File: config.mk
export PLATFORM = sky130hd
export DESIGN_NAME = spi_reg_ctrl
export DESIGN_NICKNAME = d
export VERILOG_FILES = /design/src/rtl/spi_reg_ctrl.sv
export SDC_FILE = /design/constraint.sdc
export NUM_CORES = 1
export LEC_CHECK = 0
export CORE_MARGIN = 3
export CORE_UTILIZATION = 40
export DETAILED_ROUTE_END_ITERATION = 10
export GPL_TIMING_DRIVEN = 1
export PLACE_DENSITY = 0.71
export SYNTH_ARGS = -nofsm -noshare
export SYNTH_HDL_FRONTEND = slang
export SYNTH_SLANG_ARGS = --single-unit
File: constraint.sdc
create_clock -name clk -period 5 [get_ports clk]
set_input_delay 0.75 -clock clk [delete_from_list [all_inputs] [get_ports clk]]
set_output_delay 0.75 -clock clk [all_outputs]
set_load 0.005 [all_outputs]
File: src/rtl/spi_reg_ctrl.sv
// Command/register controller behind an SPI slave core: decodes a R/W + address
// command byte, then streams data bytes into or out of a flop-based register file.
module spi_reg_ctrl #(
    parameter int          NUM_REGS    = 8,
    parameter int          ADDR_W      = 3,
    parameter logic [7:0]  STATUS_BYTE = 8'hA5
) (
    input  logic                    clk,
    input  logic                    rst_n,
    input  logic                    ssel,
    input  logic                    byte_received,
    input  logic [7:0]              received_data,
    input  logic                    data_needed,
    output logic [7:0]              data_to_send,
    output logic [NUM_REGS*8-1:0]   regs_flat,
    output logic                    wr_strobe,
    output logic [ADDR_W-1:0]       wr_addr,
    output logic                    frame_err,
    output logic                    busy
);

    localparam logic [7:0]        NUM_REGS_B = 8'(NUM_REGS);
    localparam logic [ADDR_W-1:0] LAST_ADDR  = ADDR_W'(NUM_REGS - 1);

    typedef enum logic [2:0] {
        S_IDLE,
        S_CMD,
        S_WR,
        S_RD,
        S_SKIP
    } state_t;

    state_t              state_reg, state_next;

    logic                ssel_meta_reg, ssel_s_reg, ssel_d_reg;
    logic                frame_start;

    logic [ADDR_W-1:0]   ptr_reg, ptr_next;
    logic                ptr_load;
    logic [7:0]          tx_reg, tx_next;
    logic                tx_load;
    logic                wr_en;
    logic                wr_strobe_reg;
    logic [ADDR_W-1:0]   wr_addr_reg;
    logic                err_reg, err_set, err_clr;

    logic [7:0]          reg_file [NUM_REGS];

    logic                cmd_is_wr;
    logic                cmd_addr_ok;
    logic [ADDR_W-1:0]   cmd_addr;

    // Explicit compare so the wrap also works for non power-of-two register counts.
    function automatic logic [ADDR_W-1:0] ptr_inc(input logic [ADDR_W-1:0] p);
        return (p == LAST_ADDR) ? '0 : p + 1'b1;
    endfunction

    // ------------------------------------------------------------------
    // ssel synchronizer; the extra stage gives a clean falling-edge detect.
    // ------------------------------------------------------------------
    always_ff @(posedge clk or negedge rst_n) begin
        if (!rst_n) begin
            ssel_meta_reg <= 1'b1;
            ssel_s_reg    <= 1'b1;
            ssel_d_reg    <= 1'b1;
        end else begin
            ssel_meta_reg <= ssel;
            ssel_s_reg    <= ssel_meta_reg;
            ssel_d_reg    <= ssel_s_reg;
        end
    end

    assign frame_start = ssel_d_reg & ~ssel_s_reg;

    assign cmd_is_wr   = received_data[7];
    assign cmd_addr_ok = {1'b0, received_data[6:0]} < NUM_REGS_B;
    assign cmd_addr    = received_data[ADDR_W-1:0];

    // ------------------------------------------------------------------
    // FSM: state register
    // ------------------------------------------------------------------
    always_ff @(posedge clk or negedge rst_n) begin
        if (!rst_n) begin
            state_reg <= S_IDLE;
        end else begin
            state_reg <= state_next;
        end
    end

    // ------------------------------------------------------------------
    // FSM: next state
    // ------------------------------------------------------------------
    always_comb begin
        state_next = state_reg;
        if (ssel_s_reg) begin
            state_next = S_IDLE;
        end else begin
            case (state_reg)
                S_IDLE: begin
                    if (frame_start) begin
                        state_next = S_CMD;
                    end
                end
                S_CMD: begin
                    if (byte_received) begin
                        if (!cmd_addr_ok) begin
                            state_next = S_SKIP;
                        end else if (cmd_is_wr) begin
                            state_next = S_WR;
                        end else begin
                            state_next = S_RD;
                        end
                    end
                end
                default: state_next = state_reg;
            endcase
        end
    end

    // ------------------------------------------------------------------
    // FSM: datapath controls
    // ------------------------------------------------------------------
    always_comb begin
        wr_en    = 1'b0;
        ptr_load = 1'b0;
        ptr_next = ptr_reg;
        tx_load  = 1'b0;
        tx_next  = tx_reg;
        err_set  = 1'b0;
        err_clr  = 1'b0;

        if (!ssel_s_reg) begin
            case (state_reg)
                S_IDLE: begin
                    if (frame_start) begin
                        tx_load = 1'b1;
                        tx_next = STATUS_BYTE;
                        err_clr = 1'b1;
                    end
                end
                S_CMD: begin
                    if (data_needed) begin
                        tx_load = 1'b1;
                        tx_next = STATUS_BYTE;
                    end
                    if (byte_received) begin
                        if (!cmd_addr_ok) begin
                            err_set = 1'b1;
                        end else begin
                            ptr_load = 1'b1;
                            ptr_next = cmd_addr;
                            // Read decode coinciding with a tx request: bypass the
                            // addressed register straight out and step past it.
                            if (!cmd_is_wr && data_needed) begin
                                tx_next  = reg_file[cmd_addr];
                                ptr_next = ptr_inc(cmd_addr);
                            end
                        end
                    end
                end
                S_WR: begin
                    if (byte_received) begin
                        wr_en    = 1'b1;
                        ptr_load = 1'b1;
                        ptr_next = ptr_inc(ptr_reg);
                    end
                    if (data_needed) begin
                        tx_load = 1'b1;
                        tx_next = STATUS_BYTE;
                    end
                end
                S_RD: begin
                    if (data_needed) begin
                        tx_load  = 1'b1;
                        tx_next  = reg_file[ptr_reg];
                        ptr_load = 1'b1;
                        ptr_next = ptr_inc(ptr_reg);
                    end
                end
                S_SKIP: begin
                    if (data_needed) begin
                        tx_load = 1'b1;
                        tx_next = 8'h00;
                    end
                end
                default: begin
                    wr_en = 1'b0;
                end
            endcase
        end
    end

    // ------------------------------------------------------------------
    // Pointer, tx byte, write strobe and sticky error
    // ------------------------------------------------------------------
    always_ff @(posedge clk or negedge rst_n) begin
        if (!rst_n) begin
            ptr_reg       <= '0;
            tx_reg        <= STATUS_BYTE;
            wr_strobe_reg <= 1'b0;
            wr_addr_reg   <= '0;
            err_reg       <= 1'b0;
        end else begin
            if (ptr_load) begin
                ptr_reg <= ptr_next;
            end
            if (tx_load) begin
                tx_reg <= tx_next;
            end
            wr_strobe_reg <= wr_en;
            if (wr_en) begin
                wr_addr_reg <= ptr_reg;
            end
            if (err_clr) begin
                err_reg <= 1'b0;
            end else if (err_set) begin
                err_reg <= 1'b1;
            end
        end
    end

    // ------------------------------------------------------------------
    // Register file: one flop byte per entry so reset clears everything.
    // ------------------------------------------------------------------
    genvar gi;
    generate
        for (gi = 0; gi < NUM_REGS; gi++) begin : g_reg
            logic [7:0] data_reg;

            always_ff @(posedge clk or negedge rst_n) begin
                if (!rst_n) begin
                    data_reg <= 8'h00;
                end else if (wr_en && (ptr_reg == ADDR_W'(gi))) begin
                    data_reg <= received_data;
                end
            end

            assign reg_file[gi]          = data_reg;
            assign regs_flat[gi*8 +: 8]  = data_reg;
        end
    endgenerate

    assign data_to_send = tx_reg;
    assign wr_strobe    = wr_strobe_reg;
    assign wr_addr      = wr_addr_reg;
    assign frame_err    = err_reg;
    assign busy         = (state_reg != S_IDLE);

endmodule

### After elaboration in Yosys (flattened, before gate mapping)

Cells that the tools add are included.

| storage, ports and cells | value |
|---|---|
| input port bits | 13 |
| latch bits | 0 |
| RAM bits | 0 |
| memories kept | 0 |
| ROM bits | 0 |
| output and inout port bits | 78 |
| logic and storage cells | 114 |
| register bits after elaboration | 86 |

| cells by class | value |
|---|---|
| multipliers | 0 |
| reduce and logical (&&, ||, !) cells | 21 |
| equal/unequal tests | 20 |
| divide/modulo/power cells | 0 |
| bitwise gates (word level) | 4 |
| $lt $le $gt $ge | 3 |
| $add $sub $neg | 2 |
| muxes and demuxes | 47 |
| shifts and indexed selects | 0 |

Operators by type and width:

| kind | number |
|---|---|
| 2-to-1 mux 8 bit | 11 |
| binary-select mux 8 bit (select 3 bit) | 2 |
| one-hot mux 8 bit (5 select lines) | 1 |
| 2-to-1 mux 3 bit | 11 |
| == test 3 bit (second input constant) | 6 |
| 2-to-1 mux 1 bit | 18 |
| == test 3 x 2 -> 1 bit (second input constant) | 4 |
| inequality test 2 bit (second input constant) | 6 |
| logical AND 1 bit | 9 |
| one-hot mux 3 bit (3 select lines) | 1 |
| nonzero test 3 bit | 3 |
| >= comparator 4 bit (second input constant) | 2 |
| NOT 3 -> 4 bit | 2 |
| < comparator 7 x 4 -> 1 bit (second input constant) | 1 |
| AND reduction 7 bit | 1 |
| adder 3 x 1 -> 3 bit (second input constant) | 2 |
| == test 3 x 1 -> 1 bit (second input constant) | 2 |
| logical NOT 3 bit | 2 |
| inequality test 3 bit (second input constant) | 2 |
| one-hot mux 3 bit (2 select lines) | 1 |
| AND reduction 6 bit | 1 |
| nonzero test 5 bit | 1 |
| OR reduction 4 bit | 1 |
| one-hot mux 1 bit (3 select lines) | 1 |
| 6 further kinds | 6 |

### Logic depth before layout (Yosys ltp)

| depth | value |
|---|---|
| depth in word-level cells | 8 |
| mapped depth | 7 |
| gate-level depth less buffers | 6 |

### Worst setup path after synthesis

OpenSTA, ideal clock, no wires.

| timing | value |
|---|---|
| kind | input -> register |
| start | in received_data[0] |
| end | reg tx_reg[6], in the netlist data_to_send[6] |
| buffers on the path | 2 |
| arrival time | 2.069 ns |
| slack | 2.805 ns |
| stages on the path | 6 |
| setup time | 0.126 ns |
| data required time | 4.874 ns |
| cell sequence | buf_2 buf_4 mux4_2 nand2_1 nand2_1 a221o_1 |

| on the way | value |
|---|---|
| cells in the longest elaborated chain, start to end | 8 |
| elaborated cells between the ends (all ways) | 9 |
| those cells by class | order compare: 1; mux: 7; bitwise: 1 |

Ends and longest elaborated chain:

| item | RTL line | text |
|---|---|---|
| start, declared | 12 | `input logic [7:0] received_data,` |
| NOT 3 -> 4 bit (not written as such) | 155 | `tx_next = reg_file[cmd_addr];` |
| binary-select mux 8 bit (select 3 bit) | 155 |  |
| 2-to-1 mux 8 bit (not written as such) (2 in series) | 155 |  |
| 2-to-1 mux 8 bit | 154 | `if (!cmd_is_wr && data_needed) begin` |
| 2-to-1 mux 8 bit * | 147 | `if (!cmd_addr_ok) begin` |
| 2-to-1 mux 8 bit * | 146 | `if (byte_received) begin` |
| one-hot mux 8 bit (5 select lines) * | 133 | `case (state_reg)` |
| end signal, assigned | 208 | `tx_reg <= tx_next;` |
| end, declared | 40 | `logic [7:0] tx_reg, tx_next;` |

Every way passes the cells marked *; elsewhere a longest branch is shown, timed or not. The select of a mux whose other input is x is not followed.
A chain may end at the register's enable or synchronous reset.

### Worst setup path in the final report

| timing | value |
|---|---|
| start | in received_data[1] |
| end | reg tx_reg[7], in the netlist data_to_send[7] |

The elaborated chain is that of the path after synthesis.

==> qor.txt <==
Static Leakage = 2.57 nW
H-tree depth reported by CTS = 3
IO Port Bufs = 90
antenna cell count = 0
Worst Skew = 0.00909 ns
final slew viol count = 0
Psw = 0.000446 W
final core utilization = 0.534
startpoint type of the worst setup path = input port
vias per std cell = 5.81
Layout area overhead = 27.8%
clock power share = 0.401
row cnt = 38
I/O pins = 91
worst r2r path cells = 4
Mean Syn Cell Area = 13.2 µm²
Hold Buf Count CTS = 0
syn_nets = 370
clock latency on the worst-skew pair = 0.34 ns
Fin. Hold Viols = 0
fin crit share = 0.590
worst min path class = register to register
DRT Pass-1 Iters = 4
worst vdd ir = 0.157 mV
Die H = 113 µm
DRC viols = 0
Synth cell types = 44
Worst setup EP type = register
RSZ-0062 raised after global routing = false
Routed WL per cell = 21.9 µm
initial DRC count = 288
Int Pwr = 0.00117 W
pwr/cell area = 274 nW/µm²
status = complete, no violations
via count of the first global-routing pass = 3575
via count = 3350
combinational share of power = 0.128
post-CTS sizing = 0
Max Freq = 0.339 GHz
antenna violations before repair = 0
Rel. slew slack = 0.212
WHS Path Cells = 0
post-synthesis sequential area ratio = 0.469
hold path start = ssel_meta_reg$_DFF_PN1_
reg-to-reg slack, setup = 2.53 ns
global-route wire length before repair = 20400 µm
maxcap violations = 0
Syn Inst Count = 349
Seq pwr share = 0.471
Largest register FFs = 64
Least-Margin Pin Slew = 1.18 ns
critical path class = input port to register
Fillers = 961
Post-synth ARST share = 1.00
number of synthesized register bits = 86
largest net degree at the start of global routing = 87
RR Startpoint = state_reg[1]$_DFFE_PN0P_
Data arrival, critical path = 3.17 ns
Post-Syn Area = 4610 µm²
DIE AREA = 12900 µm²
final instance area = 5890 µm²
clock sinks = 86
CTS tree = built
die width = 113 µm
Yosys warnings = 0
worst endpoint required time = 5.22 ns
core footprint = 11000 µm²
routability cong. = 0.789
setup TNS = 0 ns
minimum clock period = 2.95 ns
Switching Share = 0.277
CP Max Fanout = 23
Routed Antenna Nets = 0
CTS Buf Count = 9
CTS max path bufs = 2
Post-synth EDFFs = 0
CTS Root Cell = clkbuf_16
final setup vio count = 0
share of cells above drive strength 1 = 0.307
DP Area = 5610 µm²
Synth Flop Type = dfrtp_1
Worst-path clk slew = 0.06 ns
GRT Util Overall = 0.206
r2r endpoint = g_reg[6].data_reg[7]$_DFFE_PN0P_
Starting Density = 0.418
# Post-CTS Setup Buffers = 0
DP Wirelength = 8330 µm
grt ovf = 0
hold path endpoint = ssel_s_reg$_DFF_PN1_
routed wire length = 12600 µm
nets@finish = 453
power by group through the flow:
stage          Sequential, W  Clock (W)  Combinational, W
6_report            0.000760   0.000647          0.000206
5_1_grt             0.000764   0.000688          0.000227
4_1_cts             0.000760   0.000658          0.000207
3_5_place_dp        0.000773          0          0.000205
3_3_place_gp        0.000772          0          0.000202
2_1_floorplan       0.000749          0          0.000133
Yosys cell counts (4+ instances only):
master,n,area [µm²]
mux4_2,24,541
nor2b_1,4,25.0
dfstp_2,7,184
inv_1,10,37.5
a32oi_1,4,35.0
a22oi_1,4,30.0
a221o_1,4,40.0
dfrtp_1,79,1980
ha_1,8,100
mux2_2,73,822
nand4_1,4,25.0
mux2i_1,19,190
nand3_2,4,40.0
a21oi_1,9,45.0
clkbuf_1,11,41.3
o21ai_0,8,40.0
buf_2,8,40.0
nand3_1,8,40.0
nand2_1,19,71.3
nor2_1,9,33.8
a31oi_1,5,31.3
logic make-up (layout without fill, tap and decap cells):
kind of cell | count (synthesis) | count (layout) | synth area share
compound gates | 38 | 38 | 0.0545
flops | 86 | 86 | 0.469
fa+ha+maj | 8 | 8 | 0.0217
mux | 118 | 118 | 0.342
xor+xnor | 1 | 1 | 0.00190
simple gates | 65 | 65 | 0.0806
buf+inv | 33 | 121 | 0.0309
through the flow:
| stage | setup slack [ns] | hold slack (ns) | power [W] | std cells |
|---|---|---|---|---|
| after CTS | 2.09 | 0.362 | 0.00162 | 577 |
| after detailed placement | 1.74 | 0.347 | 0.000978 | 561 |
| after floorplan | 2.81 | 0.345 | 0.000882 | 349 |
| after global routing | 1.98 | 0.367 | 0.00168 | 577 |
| final | 2.05 | 0.359 | 0.00161 | 577 |
| after global placement | 1.76 | 0.352 | 0.000973 | 561 |
area by class of cell:
class / instances / area, µm² / area share
tap: 140 / 175 / 0.0297
multi-input combinational: 230 / 2310 / 0.391
inverter: 11 / 41.3 / 0.00700
clock inverter: 6 / 52.6 / 0.00892
sequential: 86 / 2160 / 0.367
clock buffer: 10 / 229 / 0.0388
timing repair buffer: 94 / 928 / 0.158
worst max-delay path by stage:
stage	start	end	slack (ns)	depth (start not counted)
after floorplan	received_data[0]	data_to_send[6]$_DFFE_PN0P_	2.81	6
after global placement	received_data[1]	data_to_send[7]$_DFFE_PN1P_	1.76	5
after detailed placement	received_data[1]	data_to_send[7]$_DFFE_PN1P_	1.74	5
after CTS	received_data[1]	data_to_send[7]$_DFFE_PN1P_	2.09	5
after global routing	received_data[1]	data_to_send[7]$_DFFE_PN1P_	1.98	5
final	received_data[1]	data_to_send[7]$_DFFE_PN1P_	2.05	5
placed cells by master, fill, tap and decap left out, types with 2 or more instances in the layout:
cell / instances
a221o_1: 4
a31oi_1: 5
o21ai_0: 8
dfrtp_1: 79
ha_1: 8
clkinvlp_4: 2
inv_6: 3
nor2_1: 9
a22oi_1: 4
nand3_2: 4
a32oi_1: 4
or3_1: 2
inv_1: 10
and2_1: 2
nand2_1: 19
mux4_2: 24
nand3_1: 8
mux2i_1: 19
dfstp_2: 7
mux2_1: 2
nand2_2: 2
nand4_1: 4
clkbuf_16: 9
buf_4: 5
nor2b_1: 4
clkdlybuf4s50_1: 89
mux2_2: 73
a21oi_1: 9
critical path, stage by stage:
cell and delay (ns):
clkdlybuf4s50_1 1.25, mux4_2 0.61, mux2_2 0.28, o21ai_0 0.16, a32oi_1 0.12
metal layers:
layer	global-route usage	up-vias	wire, µm
li1	-	1474	-
met1	0.278	1710	5320
met2	0.328	143	6120
met3	0.0481	23	923
met4	0.0737	0	259
met5	0	-	0
No activity file was read; power rests on OpenSTA's default activity.
